==> config.mk <==
export PLATFORM = sky130hd
export DESIGN_NAME = fft_output_rotator
export DESIGN_NICKNAME = d
export VERILOG_FILES = /design/src/rtl/fft_output_rotator.sv
export SDC_FILE = /design/constraint.sdc
export NUM_CORES = 1
export LEC_CHECK = 0
export ABC_CLOCK_PERIOD_IN_PS = 2100
export BUFFER_PORTS_ARGS = -buffer_cell sky130_fd_sc_hd__buf_2
export CORE_ASPECT_RATIO = 1.75
export CORE_MARGIN = 4
export CORE_UTILIZATION = 35
export DETAILED_ROUTE_END_ITERATION = 7
export GPL_TIMING_DRIVEN = 0
export PLACE_DENSITY = 0.71
export SLEW_MARGIN = 20
export SYNTH_ARGS = -nofsm -noshare
export SYNTH_HDL_FRONTEND = slang
export SYNTH_SLANG_ARGS = --single-unit
export TNS_END_PERCENT = 100
==> constraint.sdc <==
create_clock -name iCLK -period 2.1 [get_ports iCLK]
set_input_delay 0.21 -clock iCLK [delete_from_list [all_inputs] [get_ports iCLK]]
set_output_delay 0.21 -clock iCLK [all_outputs]
set_load 0.005 [all_outputs]
==> src/rtl/fft_output_rotator.sv <==
// Rotates LANES complex samples across the output lanes. The rotation comes from iSEL or from an
// internal sequencing counter, and the result is held in one registered valid/ready stage.
// Optional macro FFT_OUT_ROT_CONJ_EN adds saturated imag negation on request.
`timescale 1ns/1ps

module fft_output_rotator #(
  parameter int BIT   = 17,
  parameter int LANES = 4,
  parameter int SEL_W = $clog2(LANES)
) (
  input  logic                   iCLK,
  input  logic                   iRESET,
  input  logic                   iVALID,
  output logic                   oREADY,
  input  logic                   iAUTO,
  input  logic                   iSYNC,
  input  logic [SEL_W-1:0]       iSEL,
  input  logic                   iDIR,
  input  logic                   iCONJ,
  input  logic [LANES*BIT-1:0]   iRE,
  input  logic [LANES*BIT-1:0]   iIM,
  output logic                   oVALID,
  input  logic                   iREADY,
  output logic [LANES*BIT-1:0]   oRE,
  output logic [LANES*BIT-1:0]   oIM,
  output logic [SEL_W-1:0]       oROT
);

  logic                 accept;
  logic [SEL_W-1:0]     autoCnt;
  logic [SEL_W-1:0]     rot;
  logic [SEL_W-1:0]     src;
  logic [BIT-1:0]       laneIm;
  logic [LANES*BIT-1:0] rotRe;
  logic [LANES*BIT-1:0] rotIm;

  assign oREADY = !oVALID || iREADY;
  assign accept = iVALID && oREADY;

  always_comb begin
    rot = iSEL;
    if (iAUTO) rot = iSYNC ? '0 : autoCnt;
  end

`ifdef FFT_OUT_ROT_CONJ_EN
  localparam logic [BIT-1:0] MIN_VAL = {1'b1, {(BIT-1){1'b0}}};
  localparam logic [BIT-1:0] MAX_VAL = ~MIN_VAL;
`else
  logic unusedConj;
  assign unusedConj = iCONJ;
`endif

  // LANES is a power of two, so SEL_W-bit wraparound gives the mod-LANES lane index
  always_comb begin
    rotRe  = '0;
    rotIm  = '0;
    src    = '0;
    laneIm = '0;
    for (int k = 0; k < LANES; k++) begin
      src    = iDIR ? (SEL_W'(k) - rot) : (SEL_W'(k) + rot);
      laneIm = iIM[int'(src)*BIT +: BIT];
`ifdef FFT_OUT_ROT_CONJ_EN
      if (iCONJ) laneIm = (laneIm == MIN_VAL) ? MAX_VAL : -laneIm;
`endif
      rotRe[k*BIT +: BIT] = iRE[int'(src)*BIT +: BIT];
      rotIm[k*BIT +: BIT] = laneIm;
    end
  end

  always_ff @(posedge iCLK or negedge iRESET) begin
    if (!iRESET) begin
      oVALID  <= 1'b0;
      oRE     <= '0;
      oIM     <= '0;
      oROT    <= '0;
      autoCnt <= '0;
    end else if (accept) begin
      oVALID <= 1'b1;
      oRE    <= rotRe;
      oIM    <= rotIm;
      oROT   <= rot;
      if (iAUTO) autoCnt <= iSYNC ? SEL_W'(1) : autoCnt + SEL_W'(1);
    end else if (iREADY) begin
      oVALID <= 1'b0;
    end
  end

endmodule

==> flow_metrics.tcl, run 1 <==
set metrics [dict create \
    status "complete, no violations" \
    vias 8297 \
    cpPeakStageDelay_ns 0.40 \
    drv_slew 0 \
    vdd_drop_max_v 0.000508 \
    die_area_sq_um 25500 \
    yosys_register_bits 141 \
    total_power_mw 10.8 \
    worstHoldPathCells 2 \
    wirelength_um 33600 \
    min_period_over_period_pct 96.8 \
    final_layout_size_suffix_gt1_share_pct 37.7 \
    initial_utilization_pct 35.4 \
    cp-start-kind "flop" \
    nets 1257 \
    hold_viol_final 0 \
    path_depth 7 \
    leakage_nw 5.25 \
    drc 0 \
    power.internal_mw 7.01 \
    coreArea_sq_um 22700 \
    critPathTopFamily "simple AND/OR/NAND/NOR gates" \
    htreeDepth 4 \
    cts_buffers 17 \
    clockRootBuffer "clkbuf_16" \
    synth_top_cell_area_share_pct 44.0 \
    setup_violations 0 \
    fillers 2257 \
    worstPathRequired_ns 2.41 \
    ios 286 \
    drtPass1Iterations 5 \
    ys_types 22 \
    synth_area_leaders "dfrtp_1 44%, a221o_1 17%, mux2i_1 17%" \
    drt_iter0_markers 515 \
    layout_commonest_cell "buf_2" \
    grt_pass1_vias 8776 \
    gp_routability_congestion 0.900 \
    r2r_cells 7 \
    fin_skew_ns 0.00959 \
    rsz0062_at_grt "true" \
    antenna_left 0 \
    cts.sinks 141 \
    cp_cell_sequence "and3b_1 -> nor2_4 -> buf_12 -> buf_4 -> mux2i_1 -> nor2_1 -> a221o_1" \
    viasPerCell 5.83 \
    synth_nets 946 \
    grt_max_degree 82 \
    power-per-cell-area_nw_per_um2 1000 \
    p_switching_mw 3.80 \
    syn_area_sq_um 8010 \
    endpoint_kind "flop" \
    fin_tns_setup_ns 0 \
    cp.arrival_ns 2.34 \
    antenna_found_initial 0 \
    grt_overflow 0 \
    comb_power_share_pct 35.8 \
    post-route-min-period_ns 2.03 \
    critPathSlowestCell "dfrtp_1" \
    max_freq_mhz 492 \
    port_buffers 284 \
    final_cell_mix "298 x buf_2, 141 x dfrtp_1, 137 x nor2_1, 137 x nor3_1, 136 x a221o_1" \
    clkTransAtPathRegs_ns 0.06 \
    cts_tree "yes" \
    p_seq_share_pct 36.6 \
    grtUsageTotal_pct 26.0 \
    synth.largest_area_cell "dfrtp_1" \
    die_width_um 122 \
    syn_avg_cell_area_sq_um 10.0 \
    grt_pass1_wl_um 50000 \
    hp-class "input port to flop" \
    crit_type "flop to flop" \
    areaGrowthSynthToFinish_pct 34.5 \
    worstPathBufferInverterCount 2 \
    rows 73 \
    ys_seq_area_share_pct 44.0 \
    die_h_um 208 \
    dp_slack_ns -0.622 \
    cap_violations 0 \
    cp_max_fo 10 \
    slew_headroom_pct 52.5 \
    post_drt_wl_per_cell_um 23.7 \
    antenna-diode-count 0 \
    clk_latency_ns 0.43 \
    place_hpwl_um 26000 \
    clockBufferDepth 2 \
    syn_inst 800 \
    worst_slew_pin_slew_ns 0.712 \
    clockPowerShare_pct 27.6 \
    yosysWarnings 0 \
    setup_slack_ns 0.0673 \
    swShare_pct 35.2 \
]
==> synth_stat cells <==
master    instances
nor2b_1           2
nand2_1           6
xnor2_4           1
nor2_1          138
o21ai_1           1
and3b_1           1
buf_2            27
a221o_1         136
nor3_1          137
clkbuf_1         56
buf_4             4
a21oi_1           1
nand2b_1          3
nand3_1           1
inv_1             1
xor2_2            1
a21oi_2           1
o21ai_0           4
nand3b_1          1
mux2i_4           1
dfrtp_1         141
mux2i_1         136
==> logic make-up (layout without fill, tap and decap cells) <==
family          after synthesis  count (layout)  share of synthesized area, %
flops                       141             141                          44.0
mux                         137             137                          17.3
buf+inv                      88             410                          4.73
compound gates              143             143                          17.5
xor+xnor                      2               2                         0.547
simple gates                289             289                          16.0
==> timing repair <==
item | in CTS | in global routing
pin swaps | 3 | 2
endpoints found under the setup margin | 137 | 135
hold buffers | 2 | 0
resized for setup | 44 | 74
endpoints found under the hold margin | 61 | 0
setup buffers | 5 | 3
==> through the flow <==
stage | cells | instance area [sq um] | utilization [%] | hold WS [ns]
floorplan | 800 | 8010 | - | -0.0856
global placement | 1384 | 9810 | 43.3 | 0.437
detailed placement | 1385 | 9850 | 43.5 | 0.180
CTS | 1419 | 10600 | 46.7 | 0.00530
global route | 1422 | 10800 | 47.6 | 0.0434
finish | 1422 | 10800 | 47.6 | 0.0440
==> state kept, by name, summed over array words and instances (netlist names) <==
signal	cells
oROT	2
oRE	68
oVALID	1
autoCnt	2
oIM	68
==> area by class of cell <==
| cell class | instances | area, sq um | share of cell area [%] |
|---|---|---|---|
| Sequential cell | 141 | 3530 | 32.7 |
| Clock inverter | 7 | 90.1 | 0.836 |
| Timing Repair Buffer | 295 | 1580 | 14.6 |
| Multi-Input combinational cell | 571 | 4270 | 39.6 |
| Tap cell | 300 | 375 | 3.48 |
| Buffer | 84 | 469 | 4.35 |
| Inverter | 1 | 3.75 | 0.0348 |
| Clock buffer | 23 | 468 | 4.34 |
==> worst paths after layout <==
path                                        start                      to  slack, ns
setup / recovery           autoCnt[0]$_DFFE_PN0P_      oIM[3]$_DFFE_PN0P_       0.07
hold / removal                              iSYNC  autoCnt[1]$_DFFE_PN0P_       0.04
setup reg to reg           autoCnt[0]$_DFFE_PN0P_      oIM[3]$_DFFE_PN0P_       0.07
hold reg to reg               oROT[1]$_DFFE_PN0P_     oROT[1]$_DFFE_PN0P_       0.48
max in group asynchronous                  iRESET     oRE[14]$_DFFE_PN0P_       1.00
min in group asynchronous                  iRESET     oIM[62]$_DFFE_PN0P_       0.31
==> power groups by stage <==
stage	logic, mW	registers (mW)	clock network [mW]
after floorplan	1.85	3.94	0
after global placement	3.62	3.98	0
after detailed placement	3.71	3.96	0
after CTS	3.79	3.94	3.00
after global routing	4.18	4.02	3.12
final	3.88	3.96	2.98
==> layer usage <==
layer	wire length (um)	up-vias	track usage, %
li1	-	3681	-
met1	11700	4092	27.4
met2	18000	436	47.3
met3	2450	88	5.55
met4	1440	0	13.5
met5	0	-	0
==> worst register-to-register path: stages, from the launching register on <==
cell	delay [ns]
dfrtp_1	0.40
and3b_1	0.22
nor2_4	0.17
buf_12	0.14
buf_4	0.24
mux2i_1	0.36
nor2_1	0.07
a221o_1	0.32
Power figures use the tool's default switching activity.
==> run 2: changes to the inputs <==
--- a/config.mk
+++ b/config.mk
@@ -7,7 +7,6 @@
 export LEC_CHECK = 0
 export ABC_CLOCK_PERIOD_IN_PS = 2100
 export BUFFER_PORTS_ARGS = -buffer_cell sky130_fd_sc_hd__buf_2
-export CORE_ASPECT_RATIO = 1.75
 export CORE_MARGIN = 4
 export CORE_UTILIZATION = 35
 export DETAILED_ROUTE_END_ITERATION = 7
==> run 2 against run 1 <==
Net effect: design area shrank 0.66%; utilization shrank 0.15 points; critical path depth is the same; worst setup slack lost 0.029 ns; clock skew grew 0.0042 ns; clock-buffer cell count shrank 3; power grew 1.6%; critical path type unchanged; highest routed layer is now met5.
==> flow_metrics.tcl, run 2 (synthesis gave the netlist of run 1 again) <==
set metrics [dict create \
    status "complete, no violations" \
    hp-class "input port to flop" \
    clockBufferDepth 2 \
    antenna_found_initial 1 \
    max_freq_mhz 485 \
    cap_violations 0 \
    die_width_um 159 \
    fillers 2174 \
    dr_wl_met2_um 15900 \
    drv_slew 0 \
    clockPowerShare_pct 29.0 \
    vias 8430 \
    wl_met1_um 13500 \
    grt_max_degree 72 \
    cts_tree "yes" \
    clk_latency_ns 0.43 \
    fin_skew_ns 0.0138 \
    drc 0 \
    min_from "iVALID" \
    clkTransAtPathRegs_ns 0.07 \
    gp_routability_congestion 0.899 \
    port_buffers 284 \
    post-route-min-period_ns 2.06 \
    final_core_util_pct 47.4 \
    worstPathRequired_ns 2.40 \
    grtUsageTotal_pct 25.4 \
    antenna_left 0 \
    ios 286 \
    drtPass1Iterations 5 \
    top_layer_used "met5" \
    power-per-cell-area_nw_per_um2 1030 \
    p_switching_mw 3.85 \
    viasPerCell 6.00 \
    nets 1255 \
    cp-start-kind "flop" \
    cp_max_fo 10 \
    endpoint_kind "flop" \
    wirelength_um 33200 \
    rsz0062_at_grt "true" \
    cp.arrival_ns 2.36 \
    top_regs "oIM (68), oRE (68)" \
    clockRootBuffer "clkbuf_16" \
    r2r_start "autoCnt[0]$_DFFE_PN0P_" \
    cts_buffers 17 \
    drt_iter0_markers 632 \
    coreArea_sq_um 22600 \
    htreeDepth 4 \
    grt_overflow 0 \
    final_cell_mix "301 x buf_2, 141 x dfrtp_1, 137 x nor2_1, 137 x nor3_1, 136 x a221o_1" \
    p_seq_share_pct 36.2 \
    stdcell_count 1405 \
    initial_utilization_pct 35.5 \
    wl_met3_um 2880 \
    comb_power_share_pct 34.8 \
    startpoint "autoCnt[0]$_DFFE_PN0P_" \
    post_drt_wl_per_cell_um 23.7 \
    placed_cell_area_sq_um 9830 \
    die_area_sq_um 25400 \
    cts.sinks 141 \
    layout_commonest_cell "buf_2" \
    setup_slack_ns 0.0381 \
    crit_type "flop to flop" \
    power.internal_mw 7.14 \
    die_h_um 159 \
    leakage_nw 5.26 \
    slew_headroom_pct 56.7 \
    final_layout_size_suffix_gt1_share_pct 37.1 \
    min_period_over_period_pct 98.2 \
    rows 55 \
    place_hpwl_um 25300 \
    areaGrowthSynthToFinish_pct 33.6 \
    hold_viol_final 0 \
    swShare_pct 35.0 \
    antenna-diode-count 0 \
    grt_pass1_wl_um 50600 \
    grt_pass1_vias 8612 \
    vdd_drop_max_v 0.000424 \
    placed_cells 1370 \
    dp_slack_ns -0.688 \
    final_area_sq_um 10700 \
    worst_slew_pin_slew_ns 0.649 \
    setup_violations 0 \
]
-- run 2: cell types whose count changed in the layout (fill, tap and decap cells not counted), sizes merged --
cell         change
buf              -1
inv              +1
clkinv           +1
dlygate4sd3      -1
bufinv           +1
clkbuf           -3
-- run 2: repair_timing --
action,in CTS,in global routing
endpoints found under the hold margin,70,0
setup buffers,3,1
hold buffers,1,0
resized for setup,47,47
cloned,0,0
pin swaps,2,0
setup endpoints to repair,137,133
-- run 2: per-stage QoR --
step | TNS [ns] | hold slack [ns] | total power [mW]
2_1_floorplan | 0 | -0.0856 | 5.79
3_3_place_gp | -237.90 | 0.441 | 7.59
3_5_place_dp | -50.64 | 0.208 | 7.65
4_1_cts | 0 | 0.00564 | 10.9
5_1_grt | -0.153 | 0.0318 | 11.5
6_report | 0 | 0.00784 | 11.0
-- run 2: area by class of cell --
| type | instances | area, sq um | share of cell area (%) |
|---|---|---|---|
| flip-flops and latches | 141 | 3530 | 32.9 |
| clock inverters | 10 | 138 | 1.29 |
| repair buffers | 290 | 1550 | 14.5 |
| multi-input cells | 571 | 4200 | 39.2 |
| plain buffers | 87 | 468 | 4.37 |
| clock buffers | 20 | 467 | 4.36 |
| well taps | 285 | 357 | 3.33 |
| inverters | 1 | 3.75 | 0.0351 |
-- run 2: power by group through the flow --
stage / clock network [mW] / logic [mW] / registers [mW]
after global placement: 0 / 3.60 / 3.99
after detailed placement: 0 / 3.67 / 3.98
after CTS: 3.20 / 3.78 / 3.96
after global routing: 3.32 / 4.12 / 4.05
after floorplan: 0 / 1.85 / 3.94
final: 3.19 / 3.83 / 3.98
-- run 2: worst max-delay path: stages (launching register included) --
cell     delay (ns)
dfrtp_1        0.40
and3b_1        0.22
nor2_4         0.16
buf_4          0.24
buf_6          0.22
mux2i_2        0.29
nor2_1         0.07
a221o_1        0.33
-- run 2: path summary, 6_finish.rpt --
path	endpoint	cells past startpoint	slack, ns
hold reg to reg	oROT[0]$_DFFE_PN0P_	2	0.48
setup reg to reg	oIM[48]$_DFFE_PN0P_	7	0.04
setup / recovery	oIM[48]$_DFFE_PN0P_	7	0.04
min in group asynchronous	oIM[21]$_DFFE_PN0P_	2	0.32
max in group asynchronous	oRE[35]$_DFFE_PN0P_	3	1.01
hold / removal	oVALID$_DFFE_PN0P_	2	0.008
-- run 2: per-layer routing --
layer  global-route usage (%)  up-vias
li1                         -     3689
met5                        0        -
met1                     32.4     4142
met3                     5.80       72
met4                     8.92        2
met2                     42.4      525
